$ cat src/rtl/backscatter_sequencer_pkg.sv
// Shared types and defaults for the backscatter frame sequencer.
package backscatter_sequencer_pkg;

  // Frame controller states
  typedef enum logic [1:0] {
    IDLE  = 2'd0,
    DELAY = 2'd1,
    SEND  = 2'd2,
    GUARD = 2'd3
  } state_t;

  // Default timing; LEN_W also sizes the data_source input word
  localparam int DEF_CLKS_PER_BIT = 20;
  localparam int DEF_DELAY_BITS   = 192;
  localparam int DEF_GUARD_BITS   = 8;
  localparam int DEF_LEN_W        = 10;

  // Bits needed to hold values 0..n-1 (at least one bit)
  function automatic int cnt_width(input int n);
    return (n <= 2) ? 1 : $clog2(n);
  endfunction

  function automatic int max3(input int a, input int b, input int c);
    int m;
    m = (a > b) ? a : b;
    return (m > c) ? m : c;
  endfunction

endpackage

$ cat src/rtl/backscatter_sequencer_bit_timer.sv
// Bit-period divider: clk_cnt runs 0..CLKS_PER_BIT-1 and wraps,
// with a synchronous clear used on every frame-state change.
module backscatter_sequencer_bit_timer
  import backscatter_sequencer_pkg::*;
#(
  parameter int CLKS_PER_BIT = DEF_CLKS_PER_BIT
) (
  input  logic clock,
  input  logic reset,
  input  logic clear,
  output logic bit_start,
  output logic bit_end
);

  localparam int CW = cnt_width(CLKS_PER_BIT);

  logic [CW-1:0] clk_cnt;

  // Divider counter: clear wins, otherwise wrap at the end of a bit period
  always_ff @(posedge clock or negedge reset) begin
    if (!reset) begin
      clk_cnt <= '0;
    end else if (clear || bit_end) begin
      clk_cnt <= '0;
    end else begin
      clk_cnt <= clk_cnt + CW'(1);
    end
  end

  // Bit-period boundary decodes from the registered count
  always_comb begin
    bit_start = (clk_cnt == '0);
    bit_end   = (clk_cnt == CW'(CLKS_PER_BIT - 1));
  end

endmodule

$ cat src/rtl/backscatter_sequencer.sv
// Frame controller for the tag backscatter datapath: waits for a new
// packet-detect edge, skips the excitation preamble, opens the modulation
// window for the latched payload length, then holds a guard interval.
module backscatter_sequencer
  import backscatter_sequencer_pkg::*;
#(
  parameter int CLKS_PER_BIT = DEF_CLKS_PER_BIT,
  parameter int DELAY_BITS   = DEF_DELAY_BITS,
  parameter int GUARD_BITS   = DEF_GUARD_BITS,
  parameter int LEN_W        = DEF_LEN_W
) (
  input  logic             clock,
  input  logic             reset,
  input  logic             enable,
  input  logic             packet_detect,
  input  logic [LEN_W-1:0] payload_len,
  output logic             busy,
  output logic             load_data,
  output logic             whiten_init,
  output logic             mod_enable,
  output logic             switch_sel,
  output logic             bit_strobe,
  output logic [LEN_W-1:0] bit_index,
  output logic             frame_done,
  output logic             abort,
  output state_t           state_dbg
);

  // bit_cnt must cover the delay, the guard and the longest payload
  localparam int BC_W = max3(LEN_W, cnt_width(DELAY_BITS), cnt_width(GUARD_BITS));

  state_t           state;
  state_t           state_next;
  logic             det_q;
  logic             rise;
  logic [LEN_W-1:0] len_q;
  logic [BC_W-1:0]  bit_cnt;
  logic             bit_start;
  logic             bit_end;
  logic             cnt_clear;
  logic             done_q;
  logic             abort_q;
  logic             done_next;
  logic             abort_next;
  logic             delay_last;
  logic             send_last;
  logic             guard_last;

  assign rise       = packet_detect & ~det_q;
  assign delay_last = bit_end && (bit_cnt == BC_W'(DELAY_BITS - 1));
  assign send_last  = bit_end && (bit_cnt == (BC_W'(len_q) - BC_W'(1)));
  assign guard_last = bit_end && (bit_cnt == BC_W'(GUARD_BITS - 1));
  // Counters restart on every state change; IDLE holds them at zero
  assign cnt_clear  = (state_next != state) || (state == IDLE);
  assign state_dbg  = state;

  backscatter_sequencer_bit_timer #(
    .CLKS_PER_BIT (CLKS_PER_BIT)
  ) u_bit_timer (
    .clock     (clock),
    .reset     (reset),
    .clear     (cnt_clear),
    .bit_start (bit_start),
    .bit_end   (bit_end)
  );

  // FSM state register
  always_ff @(posedge clock or negedge reset) begin
    if (!reset) begin
      state <= IDLE;
    end else begin
      state <= state_next;
    end
  end

  // Next-state logic; a carrier drop takes priority over completion
  always_comb begin
    state_next = state;
    done_next  = 1'b0;
    abort_next = 1'b0;
    case (state)
      IDLE: begin
        if (rise && enable) state_next = DELAY;
      end
      DELAY: begin
        if (!packet_detect) begin
          state_next = GUARD;
          abort_next = 1'b1;
        end else if (delay_last) begin
          if (len_q == '0) begin
            state_next = GUARD;
            done_next  = 1'b1;
          end else begin
            state_next = SEND;
          end
        end
      end
      SEND: begin
        if (!packet_detect) begin
          state_next = GUARD;
          abort_next = 1'b1;
        end else if (send_last) begin
          state_next = GUARD;
          done_next  = 1'b1;
        end
      end
      GUARD: begin
        if (guard_last) state_next = IDLE;
      end
      default: state_next = IDLE;
    endcase
  end

  // Edge detector, length latch and first-GUARD-cycle status pulses;
  // det_q resets high so a detect already present at release is ignored
  always_ff @(posedge clock or negedge reset) begin
    if (!reset) begin
      det_q   <= 1'b1;
      len_q   <= '0;
      done_q  <= 1'b0;
      abort_q <= 1'b0;
    end else begin
      det_q   <= packet_detect;
      done_q  <= done_next;
      abort_q <= abort_next;
      if (state == IDLE && state_next == DELAY) len_q <= payload_len;
    end
  end

  // Bit counter: advances at each bit-period wrap
  always_ff @(posedge clock or negedge reset) begin
    if (!reset) begin
      bit_cnt <= '0;
    end else if (cnt_clear) begin
      bit_cnt <= '0;
    end else if (bit_end) begin
      bit_cnt <= bit_cnt + BC_W'(1);
    end
  end

  // Outputs decoded from registered state and counters only
  always_comb begin
    busy        = (state != IDLE);
    load_data   = (state == DELAY) && bit_start && (bit_cnt == '0);
    whiten_init = load_data;
    mod_enable  = (state == SEND);
    switch_sel  = mod_enable;
    bit_strobe  = mod_enable && bit_start;
    bit_index   = mod_enable ? bit_cnt[LEN_W-1:0] : '0;
    frame_done  = done_q;
    abort       = abort_q;
  end

endmodule

$ cat config.mk
export PLATFORM = sky130hd
export DESIGN_NAME = backscatter_sequencer
export DESIGN_NICKNAME = d
export VERILOG_FILES = /design/src/rtl/backscatter_sequencer_pkg.sv /design/src/rtl/backscatter_sequencer_bit_timer.sv /design/src/rtl/backscatter_sequencer.sv
export SDC_FILE = /design/constraint.sdc
export NUM_CORES = 1
export LEC_CHECK = 0
export ABC_AREA = 1
export CAP_MARGIN = 10
export CORE_MARGIN = 8
export CORE_UTILIZATION = 45
export DETAILED_ROUTE_END_ITERATION = 10
export PLACE_DENSITY = 0.68
export SLEW_MARGIN = 20
export SYNTH_ARGS = -nofsm -noshare
export SYNTH_HDL_FRONTEND = slang
export SYNTH_SLANG_ARGS = --single-unit
$ cat constraint.sdc
create_clock -name clock -period 2.95 [get_ports clock]
set_input_delay 0.4425 -clock clock [delete_from_list [all_inputs] [get_ports clock]]
set_output_delay 0.4425 -clock clock [all_outputs]
set_load 0.05 [all_outputs]
Word level (Yosys, flattened, before mapping):

Cells that the tools add are included.

* $add $sub $neg: 3
* multiply operators: 0
* div/mod/pow operators: 0
* magnitude comparators: 0
* equal/unequal tests: 9
* shift operators: 0
* multiplexer cells: 20
* bitwise operators: 2
* reductions and logical operators: 17

Operators by type and width (count)
* $mux 10: 3
* $logic_not 10->1: 2
* $mux 2: 6
* $add 10x1->10 const B: 1
* $eq 10x10->1: 1
* $eq 10x3->1 const B: 1
* $eq 10x8->1 const B: 1
* $sub 10x1->10 const B: 1
* $logic_and 1x1->1: 8
* $mux 1: 8
* $pmux 2 s4: 1
* $add 5x1->5 const B: 1
* $eq 5x5->1 const B: 1
* $logic_not 5->1: 1
* $mux 5: 1
* $eq 2x1->1 const B: 2
* $eq 2x2->1 const B: 2
* $reduce_bool 2->1: 2
* $logic_not 2->1: 1
* $logic_or 1x1->1: 2
* $ne 2x2->1: 1
* $pmux 1 s2: 1
* $reduce_or 2->1: 1
* $and 1x1->1: 1
* $not 1->1: 1

* flip-flop bits (word level): 30
* latch bits: 0
* bits in writable memories: 0
* memory bits (read-only): 0
* input port bits: 14
* output and inout bits: 20
* logic and storage cells: 58
* memories: 0

Logic depth before layout (Yosys ltp):

Gate-level depths: netlist of run 1.

* depth in word-level cells: 10
* gate-level depth with buffers: 18
* gate-level depth less buffers: 18

Modules after synthesis:

Synthesis of run 1 repeated with hierarchy kept, for this count alone.

* cells, all modules: 319
* area, all modules: 2155.8 um^2

Modules (own cells, without submodules)
* backscatter_sequencer: times used 1, cells each 284, area an instance 1880.6 um^2, sequential area each 626.9 um^2
* backscatter_sequencer_bit_timer: times used 1, cells each 35, area an instance 275.3 um^2, sequential area each 125.1 um^2

Worst setup path after synthesis of run 1:

No wires, ideal clock.

* path kind: register to output
* start: register state[1], in the netlist state_dbg[1]
* end: output whiten_init
* arrival: 3.144 ns
* data required time: 2.508 ns
* setup slack: -0.637 ns
* cell stages (with the launch flop): 6
* buffers on the path: 1
* cells stage by stage: dfrtp_1 > inv_1 > ha_1 > nand3_1 > nor4_1 > buf_4

* cells in the longest elaborated chain, start to end: 3

RTL lines
* start: declaration: RTL line backscatter_sequencer.sv:32 `state_t state;`
* start signal: assignment: RTL line backscatter_sequencer.sv:72 `state <= state_next;`
* $eq 2x1->1: RTL line backscatter_sequencer.sv:144 `load_data = (state == DELAY) && bit_start && (bit_cnt == '0);`
* $logic_and 1x1->1 (2 in series): RTL line backscatter_sequencer.sv:144
* end: declaration: RTL line backscatter_sequencer.sv:19 `output logic whiten_init,`

No other way between the ends.

Worst setup path after layout of run 1:

* start: register state[0], in the netlist state_dbg[0]
* end: output bit_index[8]

* cells in the longest elaborated chain, start to end: 2

RTL lines
* $eq 2x2->1: RTL line backscatter_sequencer.sv:146 `mod_enable = (state == SEND);`
* $mux 10: RTL line backscatter_sequencer.sv:149 `bit_index = mod_enable ? bit_cnt[LEN_W-1:0] : '0;`
* end: declaration: RTL line backscatter_sequencer.sv:23 `output logic [LEN_W-1:0] bit_index,`

No other way between the ends.

==> impl_metrics.py, run 1 <==
metrics = {
    "die": {
        "die_w_um": 86.4,
        "rows": 25,
        "die-area_um2": 7460,
        "start_util_pct": 46.9,
        "coreArea_um2": 4750,
        "io_pins": 34,
        "die_height_um": 86.4,
    },
    "yosys": {
        "synthArstFlopShare_pct": 100,
        "ys_top_cells_by_area": "dfrtp_1, nand2_1, inv_1",
        "synth_top_family_by_area": "simple AND/OR/NAND/NOR gates",
        "yosys.area_share.adder_pct": 5.05,
        "yosysTopAreaCell": "dfrtp_1",
        "synth_compound_area_share_pct": 6.73,
        "ys_warn_count": 0,
        "synth_edf_count": 0,
        "syn-num-nets": 334,
        "synthSimpleGateAreaFrac_pct": 36.0,
        "synth-xor-area-share_pct": 5.89,
        "syn_area_um2": 2230,
        "synth_flop_cell": "dfrtp_1",
        "synth_cells": 311,
        "synth_seq_cells": 30,
        "ys_seq_area_share_pct": 33.7,
        "synth.distinct_cells": 31,
        "avgSynthCellArea_um2": 7.17,
        "synth_top_area_share_pct": 32.5,
        "synthMuxAreaShare_pct": 0,
        "yosysMostFrequentCell": "nand2_1",
        "synth_common_cells": "nand2_1, inv_1, nor2_1",
    },
    "cts": {
        "insertion_delay_ns": 0.28,
        "h-tree-depth": 2,
        "cts-root-buf": "clkbuf_8",
        "postCtsHoldBufs": 0,
        "cts_buffers": 5,
        "cts.sinks": 30,
        "clk_pin_slew_ns": 0.07,
        "cts_setup_buffers": 0,
        "cts_buffer_depth": 2,
        "tritoncts": "yes",
    },
    "finish": {
        "insertedDiodeCount": 0,
        "final_cells": 411,
        "fill_cells": 467,
        "multiInputGateArea_um2": 1200,
        "drive_above_1_share_pct": 14.5,
        "seqCellArea_um2": 752,
        "synthToLayoutAreaGrowth_pct": 22.8,
        "nets": 366,
    },
    "global_route": {
        "grt.overflow.total": 0,
        "grt_pass1_vias": 1958,
        "grt_pass1_wl_mm": 8.87,
        "grt_max_degree": 31,
        "grt_antenna_before_repair": 0,
        "grt_usage_pct": 14.7,
    },
    "worst_setup_path": {
        "path_cells": "inv_1 -> ha_2 -> nand2_1 -> inv_1 -> clkdlybuf4s50_1",
        "critPathLaunchType": "flip-flop",
        "cp_max_fo": 13,
        "crit_path_top_delay_cell": "clkdlybuf4s50_1",
        "cpMostUsedCell": "inv_1",
        "end_kind": "output pin",
        "cp.arrival_ns": 2.28,
        "critPathKind": "reg2out",
        "critPathMaxStageDelay_ns": 0.79,
        "path_delay_family": "buffers and inverters",
        "critPathBufInv": 3,
        "worstPathRequired_ns": 2.51,
    },
    "timing": {
        "maxSlewViolCount": 0,
        "finClkSkew_ns": 0.00578,
        "tns_ns": 0,
        "setup_viol": 0,
        "tightest_slew_ns": 0.546,
        "hold_viol": 0,
        "timing.final.crit_share_pct": 92.3,
        "clock.fmax_ghz": 0.367,
        "fin_crit_ns": 2.72,
        "rsz0062_at_grt": "false",
        "maxSlewHeadroom_pct": 63.6,
    },
    "pwr": {
        "p_per_area_nw_per_um2": 944,
        "clkPwrFrac_pct": 20.3,
        "ir_drop_mv": 0.346,
        "swShare_pct": 47.9,
        "power_leakage_uw": 0.00144,
        "switching_power_uw": 1240,
        "p_int_uw": 1350,
        "seqPwrFrac_pct": 24.7,
        "combPwrFrac_pct": 54.9,
    },
    "routing": {
        "drc": 0,
        "routed_via_density": 4.86,
        "dr.max_layer_used": "met4",
        "vias": 1996,
        "routed-wl-met2_mm": 2.35,
        "wl_mm": 5.13,
        "dr.pass1.iters": 5,
        "wl_met3_um": 326,
        "wl_met1_mm": 2.35,
        "drt-initial-drc-count": 99,
        "drtAntennaViolNets": 0,
        "wl_per_cell_um": 12.5,
    },
    "place": {
        "portBuffers": 33,
        "hpwl_mm": 3.96,
        "gp_congestion": 0.842,
        "dpl.cell_count": 403,
    },
    "outcome": {
        "outcome": "finished, final reports clean",
    },
    "flow_run": {
        "maxCapViolations": 0,
    },
    "min_path": {
        "hold_class": "reg2reg",
    },
}
-- layer usage --
| metal | vias up | GRT usage [%] |
|---|---|---|
| li1 | 1025 | - |
| met3 | 9 | 3.69 |
| met5 | - | 0 |
| met1 | 914 | 17.5 |
| met4 | 0 | 6.73 |
| met2 | 48 | 24.2 |
-- state kept, by name (all words and copies together), names as in the netlist --
register             count
det_q                    1
bit_cnt                 10
frame_done               1
state_dbg                2
u_bit_timer.clk_cnt      5
len_q                   10
abort                    1
-- power groups by stage --
stage	Combinational [uW]	Clock (uW)	Sequential (uW)
finish	1420	526	639
global route	1590	548	659
CTS	1430	533	639
detailed placement	1430	0	647
global placement	1410	0	644
floorplan	1060	0	696
-- cells by family after synthesis --
logic type	Yosys count
adders and majority gates	9
buffers and inverters	65
DFF	30
AOI/OAI and AO/OA	20
xor gates and xnor gates	15
and+or+nand+nor	172
-- cells in the final DEF (no fill, tap or decap), types with 6 or more instances in the layout --
cell              n
nand4_1           8
clkdlybuf4s50_1  30
clkbuf_8          6
xor2_1           10
nand3_1          23
o21ai_2          10
nand2_1          77
inv_1            52
dfrtp_1          29
ha_1              8
nor2_1           35
nand2_2           9
-- final cells by class --
cell class | count | area share, %
multi-input cells | 216 | 44.0
clock inverters | 2 | 2.19
well taps | 67 | 3.06
repair buffers | 36 | 12.8
inverters | 54 | 7.40
flip-flops and latches | 30 | 27.5
clock buffers | 6 | 3.02
-- metrics by stage --
step / total power (uW) / hold slack (ns) / instance area (um^2) / worst slack [ns] / utilization [%]
after floorplan: 1760 / 0.147 / 2240 / 0.0198 / -
after global placement: 2050 / 0.476 / 2590 / 0.342 / 54.5
after detailed placement: 2080 / 0.498 / 2590 / 0.303 / 54.5
after CTS: 2600 / 0.508 / 2730 / 0.0144 / 57.5
after global routing: 2800 / 0.547 / 2740 / 0.0714 / 57.6
final: 2580 / 0.507 / 2740 / 0.227 / 57.6
-- what timing repair did --
action / CTS / global route
resized for setup: 1 / 2
pin swaps: 0 / 0
setup endpoints to repair: 1 / 11
-- path summary, 6_finish.rpt --
kind	start	endpoint	slack, ns	depth (start not counted)
min in group asynchronous	reset	state_dbg[0]	0.56	2
max in group asynchronous	reset	det_q	2.07	2
setup / recovery	state_dbg[0]	bit_index[8]	0.23	5
hold / removal	u_bit_timer.clk_cnt[0]	u_bit_timer.clk_cnt[0]	0.51	1
setup reg to reg	u_bit_timer.clk_cnt[0]	len_q[1]	0.40	14
hold reg to reg	u_bit_timer.clk_cnt[0]	u_bit_timer.clk_cnt[0]	0.51	1
(Power assumes the default switching activity.)
==> inputs of run 2 (changes only) <==
Settings changed: ABC_CLOCK_PERIOD_IN_PS set to 2950.
==> results of run 2 <==
The final DEF is identical to that of run 1; final timing and power are the same.
